`config.mk`:
```
export PLATFORM = sky130hd
export DESIGN_NAME = serial_byte_collector
export DESIGN_NICKNAME = d
export VERILOG_FILES = /design/src/rtl/serial_byte_collector.sv
export SDC_FILE = /design/constraint.sdc
export NUM_CORES = 1
export LEC_CHECK = 0
export ABC_AREA = 0
export CORE_MARGIN = 1
export CORE_UTILIZATION = 54
export CTS_CLUSTER_SIZE = 30
export DETAILED_ROUTE_END_ITERATION = 10
export GPL_TIMING_DRIVEN = 1
export HOLD_SLACK_MARGIN = 0.06
export PLACE_DENSITY = 0.79
export SLEW_MARGIN = 20
export SYNTH_ARGS = -nofsm -noshare
export SYNTH_HDL_FRONTEND = slang
export SYNTH_SLANG_ARGS = --single-unit
```
`constraint.sdc`:
```
create_clock -name clk -period 2.6 [get_ports clk]
set_input_delay 0.26 -clock clk [delete_from_list [all_inputs] [get_ports clk]]
set_output_delay 0.26 -clock clk [all_outputs]
set_load 0.05 [all_outputs]
```
`src/rtl/serial_byte_collector.sv`:
```
// rtl/serial_byte_collector.sv - deserializer, 2-entry output FIFO and alternating-pattern checker
//
// Collects qualified serial bits into WIDTH-bit words, queues them in a
// 2-entry FIFO with a valid/ready handshake, and counts cycles where the
// received bit fails to toggle relative to the previous received bit.
//
// Ports:
//   clk        rising-edge clock
//   reset      asynchronous active-low reset
//   in_bit     serial data bit
//   in_valid   qualifies in_bit this cycle
//   clr_stats  synchronous clear of overflow, err_cnt, drop_cnt
//   out_data   head-of-FIFO word
//   out_valid  FIFO non-empty
//   out_ready  downstream accepts out_data when out_valid & out_ready
//   overflow   sticky: a completed word was dropped
//   err_cnt    saturating count of pattern violations
//   drop_cnt   saturating count of dropped words
//   locked     checker holds a reference bit
module serial_byte_collector #(
  parameter int WIDTH     = 8,
  parameter int LSB_FIRST = 1,
  parameter int CNT_W     = 8
) (
  input  logic             clk,
  input  logic             reset,
  input  logic             in_bit,
  input  logic             in_valid,
  input  logic             clr_stats,
  output logic [WIDTH-1:0] out_data,
  output logic             out_valid,
  input  logic             out_ready,
  output logic             overflow,
  output logic [CNT_W-1:0] err_cnt,
  output logic [CNT_W-1:0] drop_cnt,
  output logic             locked
);

  localparam int IDX_W = (WIDTH > 2) ? $clog2(WIDTH) : 1;
  localparam logic [IDX_W-1:0] IDX_LAST = IDX_W'(WIDTH - 1);
  localparam logic [CNT_W-1:0] CNT_MAX  = '1;

  typedef enum logic {IDLE, TRACK} state_t;

  logic [IDX_W-1:0] idx;
  logic [IDX_W-1:0] pos;
  logic [WIDTH-1:0] shreg;
  logic [WIDTH-1:0] word_next;

  logic [WIDTH-1:0] mem [2];
  logic             rd_ptr;
  logic             wr_ptr;
  logic [1:0]       count;

  logic push_req;
  logic pop;
  logic push_ok;
  logic drop;

  state_t state;
  state_t state_next;
  logic   last_bit;
  logic   err_hit;

  // Assembled word including the bit arriving this cycle, so a completing
  // word can be pushed on the same edge as its last bit.
  always_comb begin
    pos = (LSB_FIRST != 0) ? idx : (IDX_LAST - idx);
    word_next = shreg;
    word_next[pos] = in_bit;
  end

  assign push_req = in_valid && (idx == IDX_LAST);
  assign pop      = out_valid && out_ready;
  // A same-cycle pop frees a slot, so a push into a full FIFO still lands.
  assign push_ok  = push_req && ((count != 2'd2) || pop);
  assign drop     = push_req && (count == 2'd2) && !pop;

  assign out_valid = (count != 2'd0);
  assign out_data  = mem[rd_ptr];

  always_ff @(posedge clk or negedge reset) begin
    if (!reset) begin
      idx    <= '0;
      shreg  <= '0;
      mem[0] <= '0;
      mem[1] <= '0;
      rd_ptr <= 1'b0;
      wr_ptr <= 1'b0;
      count  <= 2'd0;
    end else begin
      if (in_valid) begin
        shreg <= word_next;
        idx   <= (idx == IDX_LAST) ? '0 : idx + 1'b1;
      end
      if (push_ok) begin
        mem[wr_ptr] <= word_next;
        wr_ptr      <= ~wr_ptr;
      end
      if (pop) begin
        rd_ptr <= ~rd_ptr;
      end
      count <= count + {1'b0, push_ok} - {1'b0, pop};
    end
  end

  always_comb begin
    state_next = state;
    err_hit    = 1'b0;
    case (state)
      IDLE: begin
        if (in_valid) begin
          state_next = TRACK;
        end
      end
      TRACK: begin
        if (in_valid && (in_bit == last_bit)) begin
          err_hit = 1'b1;
        end
      end
      default: state_next = IDLE;
    endcase
  end

  always_ff @(posedge clk or negedge reset) begin
    if (!reset) begin
      state    <= IDLE;
      last_bit <= 1'b0;
    end else begin
      state <= state_next;
      if (in_valid) begin
        last_bit <= in_bit;
      end
    end
  end

  assign locked = (state == TRACK);

  // Clear takes priority; an increment on the same edge is discarded.
  always_ff @(posedge clk or negedge reset) begin
    if (!reset) begin
      overflow <= 1'b0;
      err_cnt  <= '0;
      drop_cnt <= '0;
    end else if (clr_stats) begin
      overflow <= 1'b0;
      err_cnt  <= '0;
      drop_cnt <= '0;
    end else begin
      if (err_hit && (err_cnt != CNT_MAX)) begin
        err_cnt <= err_cnt + CNT_W'(1);
      end
      if (drop) begin
        overflow <= 1'b1;
        if (drop_cnt != CNT_MAX) begin
          drop_cnt <= drop_cnt + CNT_W'(1);
        end
      end
    end
  end

endmodule
```
# Word-level counts from Yosys, hierarchy flattened
# Index checks and enable logic that the tools add are counted.
classes:
  add_sub_neg: 5
  magnitude_cmp: 5
  eq_ne: 6
  n_mux: 21
  bitwise: 4
  reduce_logical: 16
ops:
  columns: ["operator", "n"]
  rows:
  - ["two-way mux 8 bit", 9]
  - ["adder 8 x 1 -> 8 bit (second input constant)", 2]
  - ["bitwise mux 16 bit", 1]
  - ["inequality test 8 bit (second input constant)", 2]
  - ["logical AND 1 bit", 9]
  - ["bitwise mux 8 bit", 1]
  - ["demux 8 bit (select 1 bit)", 1]
  - ["nonzero test 2 bit", 4]
  - ["two-way mux 1 bit", 7]
  - ["greater-or-equal comparator 2 bit (second input constant)", 2]
  - ["< comparator 3 x 4 -> 1 bit (second input constant)", 1]
  - ["NOT 1 -> 2 bit", 2]
  - ["adder 3 x 1 -> 3 bit (second input constant)", 1]
  - ["demux 1 bit (select 3 bit)", 1]
  - ["== test 3 bit (second input constant)", 1]
  - ["greater-or-equal comparator 3 x 1 -> 1 bit (second input constant)", 1]
  - ["two-way mux 3 bit", 1]
  - ["adder 2 x 1 -> 2 bit", 1]
  - ["== test 2 bit (second input constant)", 1]
  - ["< comparator 2 x 1 -> 1 bit (second input constant)", 1]
  - ["inequality test 2 bit (second input constant)", 1]
  - ["NOT 1 bit", 2]
  - ["AND reduction 2 bit", 1]
  - ["subtractor 2 x 1 -> 2 bit", 1]
  - ["other kinds (3)", 3]
totals:
  regBits: 50
  input_bits: 6
  out_inout_bits: 27

# Depth between registers and ports, before layout
depth:
  word_depth: 7
  ltp_mapped: 9
  mapped_depth_nobuf: 9

# Least setup slack after synthesis
# OpenSTA, ideal clock, no wires.
synth_timing:
  path_type: "reg2reg"
  start: "register count[0]"
  end: "register count[1]"
  arrival_ns: 1.781
  required_time_ns: 2.477
  setup_slack_ns: 0.696
  path_stages_with_launch: 8
  n_path_buf: 0
  period_less_slack_ns: 1.904
  cell_sequence: "dfrtp_1 -> or2_2 -> and2_1 -> ha_1 -> inv_1 -> ha_1 -> xnor2_1 -> xnor2_1"
synth_via:
  elab_chain_len: 6
  word_cells_on_any_way: 7
synth_lines:
  columns: ["element", "line", "text"]
  rows:
  - ["start, declared", "53", "logic [1:0] count;"]
  - ["start signal, assigned", "103", "count <= count + {1'b0, push_ok} - {1'b0, pop};"]
  - ["nonzero test 2 bit *", "79", "assign out_valid = (count != 2'd0);"]
  - ["named net out_valid", "31", "output logic out_valid,"]
  - ["logical AND 1 bit *", "74", "assign pop = out_valid && out_ready;"]
  - ["named net pop", "56", "logic pop;"]
  - ["logical OR 1 bit", "76", "assign push_ok = push_req && ((count != 2'd2) || pop);"]
  - ["logical AND 1 bit", "76", null]
  - ["adder 2 x 1 -> 2 bit", "103", null]
  - ["subtractor 2 x 1 -> 2 bit *", "103", null]
# Mark *: on every way through the listed nets, which the timed path passes. The rest lies on a longest branch.
# A chain may end at the register's enable or synchronous reset.

# Worst setup path in the final report
layout_timing:
  start: "register rd_ptr"
  end: "output port out_data[2]"
layout_via:
  elab_chain_len: 4
layout_lines:
  columns: ["element", "line", "text"]
  rows:
  - ["start, declared", "51", "logic rd_ptr;"]
  - ["start signal, assigned", "101", "rd_ptr <= ~rd_ptr;"]
  - ["NOT 1 -> 2 bit (not written as such)", "80", "assign out_data = mem[rd_ptr];"]
  - ["two-way mux 8 bit (not written as such) (3 in series)", "80", null]
  - ["end, declared", "30", "output logic [WIDTH-1:0] out_data,"]
# No other way between the ends. The select of a mux whose other input is x is not followed.

==> results.txt <==
- Fin nets: 275
- Wire length of the first global-routing pass: 7458 um
* Deepest level of the CTS H-tree: 2
- Initial DRT Pass Iterations: 4
* Number of sinks driven by the clock tree: 50
- Net count after synthesis: 245
- CTS tree: built
* Number of global-route vias before repair: 1,633
- Relative contribution of the clock network to total power: 15.8%
* Final count of hold timing violations: 0
- Per report_power, the sequential group accounts for 41.1% of the total.
* Crit Path Class: register to output port
- GRT Residual Overflow: 0
- Slew at the pin closest to its max-slew limit: 0.8694 ns
- Effective utilization at floorplan: 57.91%
* Largest net degree at the start of global routing: 28
- Setup repair after global routing left no endpoint under its margin.
* Number of routed nets with antenna violations: 0
- Final number of max-transition violations: 0
* Routed wire length: 4586 um
* Crit share post-route: 87.16%
- In the routed layout, each cell is associated on average with a via count of 5.631.
- Once the clock tree was built, the setup fixing pass inserted 0 buffers.
- Combinational logic is responsible for 43.2% of the overall power.
* Die ar.: 4715 sq um
* Weighted congestion reported at the end of routability-driven placement: 0.7591
* Maximum root-to-sink buffer count: 2
- DRC errors left: 0
- Post-CTS repair changed the size of 0 cells.
- Yosys printed 0 warnings.
- Of the cells placed in the final design, the portion with a size suffix greater than 1 is 11.36%.
- Number of storage elements in the synthesis netlist: 50
* Path category of the worst min-delay check: register to register
* Slowest cell on the critical path: clkdlybuf4s50_1
* Switching component of the power: 1.226 mW
- Number of port buffers: 32
* Number of DRC markers after the initial detailed-route iteration: 117
- Register clock-pin slew on the reported worst setup and hold paths: 0.09 ns
* Min Clock Period, post-route: 2.266 ns
- The worst setup path is launched from a register.
- The core region is 4144 sq um.
- Clk root buf: clkbuf_8
- STA puts the critical path data required time at 2.34 ns.
* Chip width: 68.67 um
* MaxCap Viol Count: 0
- Pint: 1.772 mW
* Synthesized area: 2400 sq um
- Detail-routed net length per standard cell: 14.61 um
- The run finished with clean final reports.
- Number of buffers added to fix hold violations after cts: 1
- Worst path max stage delay: 0.70 ns
- Worst Skew: 0.004450 ns
- In this run, CTS created clock tree buffers numbering 5.
- Of all nets on the critical path, the largest fanout is 9.
* Crit end category: output port
- Vert. Die Dim: 68.67 um
* Worst Path Arrival: 2.01 ns
- The finished layout holds 314 standard cells, fillers aside.
- Global routing consumed, over all layers together, 21.90% of the routing resources.
* Post-synthesis cell type count: 33
* Antenna violations before repair: 0
- Final setup fails: 0
* Overall Power: 2.998 mW
* Clock latency reported for the late side of the worst-skew pair: 0.30 ns
* Total vias in the final route: 1,768
- Proportion of total power due to net switching: 40.90%
* Post-synthesis average cell area: 10.30 sq um
* Highest clock rate: 441.3 MHz
* Number of instances in the placed design: 305
- Setup total negative slack: 0 ns
- Sequential-to-total area share from yosys stat: 52.14%
* Area overhead of the layout relative to synthesis: 18.04%
* Static Leak: 1.171 nW
- Placement Rows: 23
- Detailed placement HPWL: 3099 um
- In this run the power density over the cells is 1058 nW/um^2.
- Across the VDD grid, the largest voltage drop is 0.8419 mV.
- Cell count after synthesis: 233
* Ports: 33
* Crit-path cells: mux2_2 -> clkdlybuf4s50_1
- Antenna cells: 0
- Slew Limit Headroom: 41.78%
==> metal layers <==
metal	track usage, %	share of wire, %	up-vias
met3	5.592	3.0	9
met4	7.813	1.5	0
met2	34.80	47	32
li1	-	-	880
met5	0	0	-
met1	28.86	48	847
==> per-stage QoR <==
stage / cell area, sq um / hold slack [ns] / setup WS (ns) / util [%]
3_5_place_dp: 2728 / 0.3032 / 0.3113 / 65.82
6_report: 2833 / 0.5146 / 0.3339 / 68.36
3_3_place_gp: 2728 / 0.2937 / 0.4069 / 65.82
2_1_floorplan: 2400 / -0.03559 / 0.6965 / -
5_1_grt: 2833 / 0.5400 / 0.2494 / 68.36
4_1_cts: 2833 / 0.5080 / 0.3073 / 68.36
==> synth_stat cells <==
| cell type | instances | share of area (%) |
|---|---|---|
| xnor2_1 | 4 | 1.5 |
| inv_1 | 4 | 0.63 |
| buf_6 | 2 | 0.94 |
| dfrtp_1 | 50 | 52 |
| nand3b_1 | 2 | 0.63 |
| o211ai_2 | 1 | 0.52 |
| a21oi_1 | 36 | 7.5 |
| xor2_1 | 3 | 1.1 |
| or2_2 | 2 | 0.52 |
| nand2_1 | 9 | 1.4 |
| mux2_2 | 11 | 5.2 |
| mux2i_1 | 11 | 4.6 |
| nor3_2 | 1 | 0.42 |
| buf_2 | 4 | 0.83 |
| or3_1 | 6 | 1.6 |
| clkbuf_1 | 6 | 0.94 |
| o21ai_0 | 7 | 1.5 |
| and2_1 | 2 | 0.52 |
| or4_1 | 5 | 1.6 |
| ha_1 | 6 | 3.1 |
| and3_1 | 1 | 0.26 |
| buf_4 | 2 | 0.63 |
| nor3b_4 | 1 | 0.78 |
| and2_2 | 1 | 0.31 |
| nor3_1 | 2 | 0.42 |
| nor3b_1 | 1 | 0.31 |
| nor4_1 | 1 | 0.26 |
| nand4_1 | 2 | 0.52 |
| or3b_1 | 1 | 0.37 |
| nor2_1 | 33 | 5.2 |
| o31ai_1 | 5 | 1.6 |
| nand3_1 | 10 | 2.1 |
| o211ai_1 | 1 | 0.31 |
==> cell families after synthesis <==
kind of cell	after synthesis	share of synthesized area, %
AOI/OAI and AO/OA	50	11.37
muxes	22	9.750
DFF	50	52.14
adders and majority gates	6	3.128
xor gates and xnor gates	7	2.555
buffers and inverters	18	3.962
and+or+nand+nor	80	17.10
==> worst paths after layout <==
kind,slack [ns],startpoint,depth (start not counted),to
min,0.51,wr_ptr,1,wr_ptr
min in group asynchronous,0.53,reset,2,drop_cnt[3]
max reg2reg,0.48,idx[0],6,drop_cnt[5]
max,0.33,rd_ptr,2,out_data[2]
min reg2reg,0.51,wr_ptr,1,wr_ptr
max in group asynchronous,1.47,reset,3,idx[2]
==> worst max-delay path: cells and delay by family, from the launching register on <==
kind | cells | cell delay (ns)
buffers and inverters | 1 | 0.70
flip-flops | 1 | 0.60
multiplexers | 1 | 0.40
==> flip-flops by register name, indices dropped and copies added (netlist names) <==
name and flops:
mem 16, shreg 8, err_cnt 8, drop_cnt 8, locked 1, wr_ptr 1, last_bit 1, overflow 1
count 2, rd_ptr 1, idx 3
==> layout make-up <==
cell class | instances | area, sq um
Clock buffer | 6 | 82.58
Fill cell | 337 | 1311
Timing Repair Buffer | 37 | 355.3
Clock inverter | 2 | 12.51
Tap cell | 50 | 62.56
Multi-Input combinational cell | 165 | 1054
Sequential cell | 50 | 1251
Inverter | 4 | 15.01
==> power groups by stage <==
stage | clock (mW) | combinational [mW] | sequential [mW]
after floorplan | 0 | 1.03 | 1.16
after global placement | 0 | 1.26 | 1.23
after detailed placement | 0 | 1.29 | 1.25
after CTS | 0.486 | 1.30 | 1.23
after global routing | 0.515 | 1.41 | 1.27
final | 0.473 | 1.29 | 1.23
==> placed cells by master, fill, tap and decap left out <==
master,count
dfrtp_1,50
a21oi_1,36
nor2_1,33
clkdlybuf4s50_1,31
mux2_2,11
mux2i_1,11
nand3_1,10
nand2_1,9
o21ai_0,7
or3_1,6
ha_1,6
clkbuf_8,6
o31ai_1,5
or4_1,5
inv_1,4
xnor2_1,4
buf_4,4
xor2_1,3
or2_2,2
and2_1,2
nand4_1,2
nand3b_1,2
nor3_1,2
or3b_1,1
and2_2,1
o211ai_1,1
nor3b_4,1
o211ai_2,1
nor3b_1,1
nor3_2,1
and3_1,1
nor4_1,1
clkinvlp_4,1
clkinv_2,1
dlygate4sd3_1,1
buf_2,1
Note: power is estimated with default switching activity, not from simulation.
